### config.mk
export PLATFORM = sky130hd
export DESIGN_NAME = dmem_access_unit_flat
export DESIGN_NICKNAME = d
export VERILOG_FILES = /design/src/rtl/dmem_access_unit_if.sv /design/src/rtl/dmem_access_unit.sv /design/src/flat_wrapper.sv
export SDC_FILE = /design/constraint.sdc
export NUM_CORES = 1
export LEC_CHECK = 0
export ABC_AREA = 1
export BUFFER_PORTS_ARGS = -buffer_cell sky130_fd_sc_hd__buf_2
export CAP_MARGIN = 25
export CELL_PAD_IN_SITES_DETAIL_PLACEMENT = 2
export CELL_PAD_IN_SITES_GLOBAL_PLACEMENT = 2
export CORE_MARGIN = 5
export CORE_UTILIZATION = 21
export CTS_BUF_LIST = sky130_fd_sc_hd__clkbuf_4 sky130_fd_sc_hd__clkbuf_8 sky130_fd_sc_hd__clkbuf_16
export DETAILED_ROUTE_END_ITERATION = 7
export GPL_TIMING_DRIVEN = 0
export PLACE_DENSITY_LB_ADDON = 0.15
export SYNTH_ARGS = -nofsm -noshare
export SYNTH_HDL_FRONTEND = slang
export SYNTH_SLANG_ARGS = --single-unit
### constraint.sdc
create_clock -name clk -period 1.32 [get_ports clk]
set_input_delay 0 -clock clk [delete_from_list [all_inputs] [get_ports clk]]
set_output_delay 0 -clock clk [all_outputs]
set_load 0.05 [all_outputs]
### src/rtl/dmem_access_unit_if.sv
// Bus bundle for the load/store unit: CPU request/response and word-memory port.
// The master side is the CPU plus the memory, and the slave side is the access unit.
interface dmem_access_unit_if;
  logic        cpu_rd;
  logic        cpu_wr;
  logic [31:0] cpu_addr;
  logic [1:0]  cpu_size;
  logic        cpu_unsigned;
  logic [31:0] cpu_wdata;
  logic [31:0] cpu_rdata;
  logic        cpu_stall;
  logic        cpu_misalign;
  logic        mem_rd;
  logic        mem_wr;
  logic [31:0] mem_addr;
  logic [31:0] mem_wdata;
  logic [31:0] mem_rdata;

  modport master (
    output cpu_rd, cpu_wr, cpu_addr, cpu_size, cpu_unsigned, cpu_wdata, mem_rdata,
    input  cpu_rdata, cpu_stall, cpu_misalign, mem_rd, mem_wr, mem_addr, mem_wdata
  );

  modport slave (
    input  cpu_rd, cpu_wr, cpu_addr, cpu_size, cpu_unsigned, cpu_wdata, mem_rdata,
    output cpu_rdata, cpu_stall, cpu_misalign, mem_rd, mem_wr, mem_addr, mem_wdata
  );
endinterface

### src/rtl/dmem_access_unit.sv
// Load/store front end to a word-wide data memory: lane extraction/extension on loads,
// two-cycle read-modify-write for byte/halfword stores, and misalignment detection.
module dmem_access_unit #(
  parameter bit BIG_ENDIAN = 1'b0
) (
  input logic               clk,
  input logic               reset,
  dmem_access_unit_if.slave bus
);

  typedef enum logic [0:0] {
    IDLE   = 1'b0,
    RMW_WR = 1'b1
  } state_t;

  state_t      state_r;
  state_t      next_state_s;
  logic [31:0] merge_r;
  logic [31:0] merge_next_s;
  logic        misalign_s;
  logic        req_s;
  logic        is_word_s;

  // Byte lane index in the memory word for a given byte offset.
  function automatic logic [1:0] byte_lane(input logic [1:0] addr_lo);
    logic [1:0] lane;
    if (BIG_ENDIAN) begin
      lane = ~addr_lo;
    end else begin
      lane = addr_lo;
    end
    return lane;
  endfunction

  // Halfword lane index in the memory word for a given byte offset.
  function automatic logic half_lane(input logic [1:0] addr_lo);
    logic lane;
    if (BIG_ENDIAN) begin
      lane = ~addr_lo[1];
    end else begin
      lane = addr_lo[1];
    end
    return lane;
  endfunction

  // Extract the addressed lane and extend it to 32 bits.
  function automatic logic [31:0] load_extend(
    input logic [31:0] word,
    input logic [1:0]  addr_lo,
    input logic [1:0]  size,
    input logic        zext
  );
    logic [7:0]  b;
    logic [15:0] h;
    logic [31:0] res;
    b = word[{byte_lane(addr_lo), 3'b000} +: 8];
    h = word[{half_lane(addr_lo), 4'b0000} +: 16];
    case (size)
      2'b00:   res = zext ? {24'd0, b} : {{24{b[7]}}, b};
      2'b01:   res = zext ? {16'd0, h} : {{16{h[15]}}, h};
      default: res = word;
    endcase
    return res;
  endfunction

  // Replace the addressed lane(s) of the old word with right-justified store data.
  function automatic logic [31:0] merge_lanes(
    input logic [31:0] word,
    input logic [1:0]  addr_lo,
    input logic [1:0]  size,
    input logic [31:0] wdata
  );
    logic [31:0] res;
    res = word;
    case (size)
      2'b00:   res[{byte_lane(addr_lo), 3'b000} +: 8]   = wdata[7:0];
      2'b01:   res[{half_lane(addr_lo), 4'b0000} +: 16] = wdata[15:0];
      default: res = wdata;
    endcase
    return res;
  endfunction

  // Request classification; reserved size 11 behaves as a word.
  always_comb begin
    req_s     = bus.cpu_rd | bus.cpu_wr;
    is_word_s = bus.cpu_size[1];
    case (bus.cpu_size)
      2'b00:   misalign_s = 1'b0;
      2'b01:   misalign_s = bus.cpu_addr[0];
      default: misalign_s = (bus.cpu_addr[1:0] != 2'b00);
    endcase
  end

  // State and merge-word registers.
  always_ff @(posedge clk or negedge reset) begin
    if (!reset) begin
      state_r <= IDLE;
      merge_r <= 32'd0;
    end else begin
      state_r <= next_state_s;
      merge_r <= merge_next_s;
    end
  end

  // Next state and outputs; everything is held at zero while reset is asserted.
  always_comb begin
    next_state_s     = state_r;
    merge_next_s     = merge_r;
    bus.cpu_rdata    = 32'd0;
    bus.cpu_stall    = 1'b0;
    bus.cpu_misalign = 1'b0;
    bus.mem_rd       = 1'b0;
    bus.mem_wr       = 1'b0;
    bus.mem_addr     = 32'd0;
    bus.mem_wdata    = 32'd0;
    if (!reset) begin
      next_state_s = IDLE;
    end else begin
      bus.mem_addr = {2'b00, bus.cpu_addr[31:2]};
      case (state_r)
        IDLE: begin
          if (req_s && misalign_s) begin
            bus.cpu_misalign = 1'b1;
          end else if (bus.cpu_wr) begin
            if (is_word_s) begin
              bus.mem_wr    = 1'b1;
              bus.mem_wdata = bus.cpu_wdata;
            end else begin
              bus.mem_rd    = 1'b1;
              bus.cpu_stall = 1'b1;
              merge_next_s  = merge_lanes(bus.mem_rdata, bus.cpu_addr[1:0],
                                          bus.cpu_size, bus.cpu_wdata);
              next_state_s  = RMW_WR;
            end
          end else if (bus.cpu_rd) begin
            bus.mem_rd    = 1'b1;
            bus.cpu_rdata = load_extend(bus.mem_rdata, bus.cpu_addr[1:0],
                                        bus.cpu_size, bus.cpu_unsigned);
          end else begin
            next_state_s = IDLE;
          end
        end
        RMW_WR: begin
          // The held request is not re-decoded; only the merged word is written.
          bus.mem_wr    = 1'b1;
          bus.mem_wdata = merge_r;
          next_state_s  = IDLE;
        end
        default: begin
          next_state_s = IDLE;
        end
      endcase
    end
  end

endmodule
### src/flat_wrapper.sv
// flat-port wrapper written by rule: the top's interface ports become plain ports
module dmem_access_unit_flat 
#(
  parameter bit BIG_ENDIAN = 1'b0
)
  (clk, reset, bus_cpu_rd, bus_cpu_wr, bus_cpu_addr, bus_cpu_size, bus_cpu_unsigned, bus_cpu_wdata, bus_mem_rdata, bus_cpu_rdata, bus_cpu_stall, bus_cpu_misalign, bus_mem_rd, bus_mem_wr, bus_mem_addr, bus_mem_wdata);
  dmem_access_unit_if bus_i ();
  input logic clk;
  input logic reset;
  input wire logic [$bits(bus_i.cpu_rd)-1:0] bus_cpu_rd;
  input wire logic [$bits(bus_i.cpu_wr)-1:0] bus_cpu_wr;
  input wire logic [$bits(bus_i.cpu_addr)-1:0] bus_cpu_addr;
  input wire logic [$bits(bus_i.cpu_size)-1:0] bus_cpu_size;
  input wire logic [$bits(bus_i.cpu_unsigned)-1:0] bus_cpu_unsigned;
  input wire logic [$bits(bus_i.cpu_wdata)-1:0] bus_cpu_wdata;
  input wire logic [$bits(bus_i.mem_rdata)-1:0] bus_mem_rdata;
  output wire logic [$bits(bus_i.cpu_rdata)-1:0] bus_cpu_rdata;
  output wire logic [$bits(bus_i.cpu_stall)-1:0] bus_cpu_stall;
  output wire logic [$bits(bus_i.cpu_misalign)-1:0] bus_cpu_misalign;
  output wire logic [$bits(bus_i.mem_rd)-1:0] bus_mem_rd;
  output wire logic [$bits(bus_i.mem_wr)-1:0] bus_mem_wr;
  output wire logic [$bits(bus_i.mem_addr)-1:0] bus_mem_addr;
  output wire logic [$bits(bus_i.mem_wdata)-1:0] bus_mem_wdata;
  assign bus_i.cpu_rd = bus_cpu_rd;
  assign bus_i.cpu_wr = bus_cpu_wr;
  assign bus_i.cpu_addr = bus_cpu_addr;
  assign bus_i.cpu_size = bus_cpu_size;
  assign bus_i.cpu_unsigned = bus_cpu_unsigned;
  assign bus_i.cpu_wdata = bus_cpu_wdata;
  assign bus_i.mem_rdata = bus_mem_rdata;
  assign bus_cpu_rdata = bus_i.cpu_rdata;
  assign bus_cpu_stall = bus_i.cpu_stall;
  assign bus_cpu_misalign = bus_i.cpu_misalign;
  assign bus_mem_rd = bus_i.mem_rd;
  assign bus_mem_wr = bus_i.mem_wr;
  assign bus_mem_addr = bus_i.mem_addr;
  assign bus_mem_wdata = bus_i.mem_wdata;
  dmem_access_unit #(.BIG_ENDIAN(BIG_ENDIAN)) u_core (.clk(clk), .reset(reset), .bus(bus_i));
endmodule
==> impl_metrics.yaml <==
outcome:
  status: "finished with violations"
  violations: "negative setup slack"
clock_network:
  cts_buffer_depth: 2
  cts_root_buf: "clkbuf_16"
  clock-sinks: 33
  clkTransAtPathRegs_ns: 0.06
  cts_tree: "yes"
  numCtsBuffers: 5
  htree_levels: 2
  clkLatencyLatePin_ns: 0.29
power:
  p_sw_w: 0.002664
  power_density_nw_per_um2: 667.3
  internal_power_w: 0.003256
  clkPwrFrac_pct: 25.0
  vdd.ir_drop.worst_mv: 0.4382
  p_leak_nw: 4.384
  finalPower_w: 0.005920
  pwr-share-comb_pct: 50.6
  switching_share_pct: 45.01
  seq_power_share_pct: 24.4
floorplanning:
  core_area_um2: 22780
  io_pins: 203
  die_area_um2: 26460
  die_w_um: 162.7
  start_util_pct: 21.48
  die_y_um: 162.7
  rows: 55
timing:
  rsz0062_at_grt: "yes"
  clock-skew-final_ns: 0.01011
  slew_violations: 0
  setup_ws_ns: -0.3729
  period_share_pct: 128.3
  layout_min_cycle_time_ns: 1.693
  setup-tns-final_ns: -26.51
  hold_viol_final: 0
  timing_worst_slew_pin_value_ns: 0.8222
  fmaxAchievable_mhz: 590.7
  setup_viol: 101
  relSlewSlack_pct: 45.19
setup_path:
  path_max_fanout: 10
  r2r_slack_ns: -0.30
  critPathKind: "reg -> out"
  cp.arrival_ns: 1.69
  r2r-start: "u_core.state_r"
  critPathLaunch: "u_core.state_r"
  cp-start-kind: "register"
  required_ns: 1.32
  critPathCaptureType: "output pin"
place:
  io_buffers: 198
  dpl-instance-area_um2: 6855
  hpwl_mm: 24.05
  finalWeightedCongestion: 0.8574
  pre_cts_ws_ns: -1.037
logic_synthesis:
  yosysTopAreaCellShare_pct: 25.31
  synth.area.top_cells: "nand2_1, dfrtp_1, a21oi_1, inv_1, nor2_1"
  yosys_register_bits: 33
  netlist_area_um2: 4893
  async_reset_ff_share_pct: 100.0
  synth-edff-count: 0
  synth_most_common_cell: "nand2_1"
  synth_top_cell_by_area: "nand2_1"
  ys_dominant_reg_cell: "dfrtp_1"
  synthesis.yosys.warnings: 0
  avgSynthCellArea_um2: 5.419
  syn_inst: 903
  ys_types: 31
  yosysSeqAreaShare_pct: 16.88
  synth_common_cells: "nand2_1, inv_1, a21oi_1"
final_layout:
  fin_area_um2: 8871
  multi_input_area_um2: 4282
  layout-drive-gt1-share_pct: 38.10
  nets: 1262
  area_growth_pct: 81.28
  seq_area_um2: 825.8
  antennaDiodeCount: 0
  n_fill_cell: 2693
global_routing:
  grt_max_degree: 34
  overflow: 0
  grt_pass1_wl_mm: 46.81
  first_global_vias: 7817
  grt_antenna_before_repair: 0
  grt_usage_pct: 22.81
drt:
  wl_mm: 32.40
  wl_per_cell_um: 22.07
  num_vias: 7231
  vias_per_cell: 4.926
  drt_iter0_drc: 342
  drc: 0
  postRouteAntennaNets: 0
  drtPass1Iterations: 4
worst_hold_path:
  worstHoldStart: "bus_cpu_wdata[19]"
  hp-class: "in -> reg"
job:
  max-cap-violations: 0
[metrics by stage]
| stage | instances | utilization, % | hold WS [ns] |
|---|---|---|---|
| after CTS | 1459 | 36.28 | 0.09578 |
| after global placement | 1415 | 30.10 | 0.1410 |
| final | 1468 | 38.95 | 0.1050 |
| after global routing | 1468 | 38.95 | 0.1357 |
| after floorplan | 904 | - | -0.2956 |
| after detailed placement | 1415 | 30.10 | 0.1484 |
[worst paths after layout]
kind / end / cells after the start
worst min-delay path: u_core.merge_r[19] / 5
worst min register to register: u_core.merge_r[31] / 2
min in group asynchronous: u_core.merge_r[28] / 3
worst max-delay path: bus_mem_wdata[13] / 7
worst max register to register: u_core.merge_r[9] / 11
max in group asynchronous: u_core.merge_r[16] / 3
[what timing repair did]
item | CTS | global route
hold buffers | 2 | 0
gates cloned | 7 | 3
endpoints found under the hold margin | 33 | 0
setup endpoints to repair | 131 | 101
pin swaps | 25 | 33
buffers inserted | 27 | 11
gates resized for setup | 234 | 117
[flip-flops by register name (all words and copies together) (netlist names)]
| name | cells |
|---|---|
| u_core.merge_r | 32 |
| u_core.state_r | 1 |
[cell type report]
cell class | count | area share (%)
Buffer | 66 | 6.079
Timing Repair Buffer | 245 | 24.96
Clock inverter | 1 | 0.3385
Tap cell | 313 | 4.415
Multi-Input combinational cell | 698 | 48.27
Inverter | 105 | 4.979
Clock buffer | 7 | 1.650
Sequential cell | 33 | 9.309
[cells by family (layout without fill, tap and decap cells)]
kind of cell | Yosys count | in the layout | synth area share [%]
adder cells (fa/ha/maj) | 5 | 5 | 1.278
buffers and inverters | 173 | 424 | 15.83
other | 1 | 2 | 0.07663
flip-flops | 33 | 33 | 16.88
multiplexers | 21 | 21 | 4.296
AO/OA/AOI/OAI | 177 | 177 | 19.53
AND/OR/NAND/NOR | 493 | 493 | 42.11
[cell usage in the layout (no fill, tap or decap), drive strengths merged]
cell type / netlist / routed
nand2: 334 / 334
buf: 51 / 289
inv: 103 / 99
a21oi: 96 / 96
nor2: 78 / 78
o21ai: 53 / 53
nand3: 37 / 37
dfrtp: 33 / 33
nand4: 32 / 32
clkbuf: 17 / 27
mux2i: 21 / 21
o211ai: 20 / 20
nor3: 10 / 10
a21boi: 8 / 8
ha: 5 / 5
clkinv: 2 / 5
conb: 1 / 2
or2: 1 / 1
clkinvlp: 0 / 1
nand3b: 1 / 1
bufinv: 0 / 1
bufbuf: 0 / 1
dlygate4sd3: 0 / 1
[power by group through the flow]
stage | sequential (W) | combinational (W) | clock [W]
detailed placement | 0.00136 | 0.00239 | 0
global route | 0.00146 | 0.00321 | 0.00153
global placement | 0.00135 | 0.00234 | 0
CTS | 0.00137 | 0.00275 | 0.00150
finish | 0.00144 | 0.00300 | 0.00148
floorplan | 0.00132 | 0.00159 | 0
[per-layer routing]
layer | global-route usage (%) | routed length [um] | vias up
li1 | - | - | 3389
met1 | 29.88 | 14220 | 3574
met2 | 39.09 | 15450 | 231
met3 | 3.645 | 1843 | 37
met4 | 6.024 | 887 | 0
met5 | 0 | 0 | -
[worst max-delay path, cell delays in order, from the launching register on]
cell and delay [ns]:
dfrtp_1 0.37, buf_6 0.14, clkinv_8 0.07, clkbuf_4 0.30, nand2_1 0.09, o21ai_1 0.19
nor2_4 0.07, buf_8 0.15
Note: power is estimated with default switching activity, not from simulation.
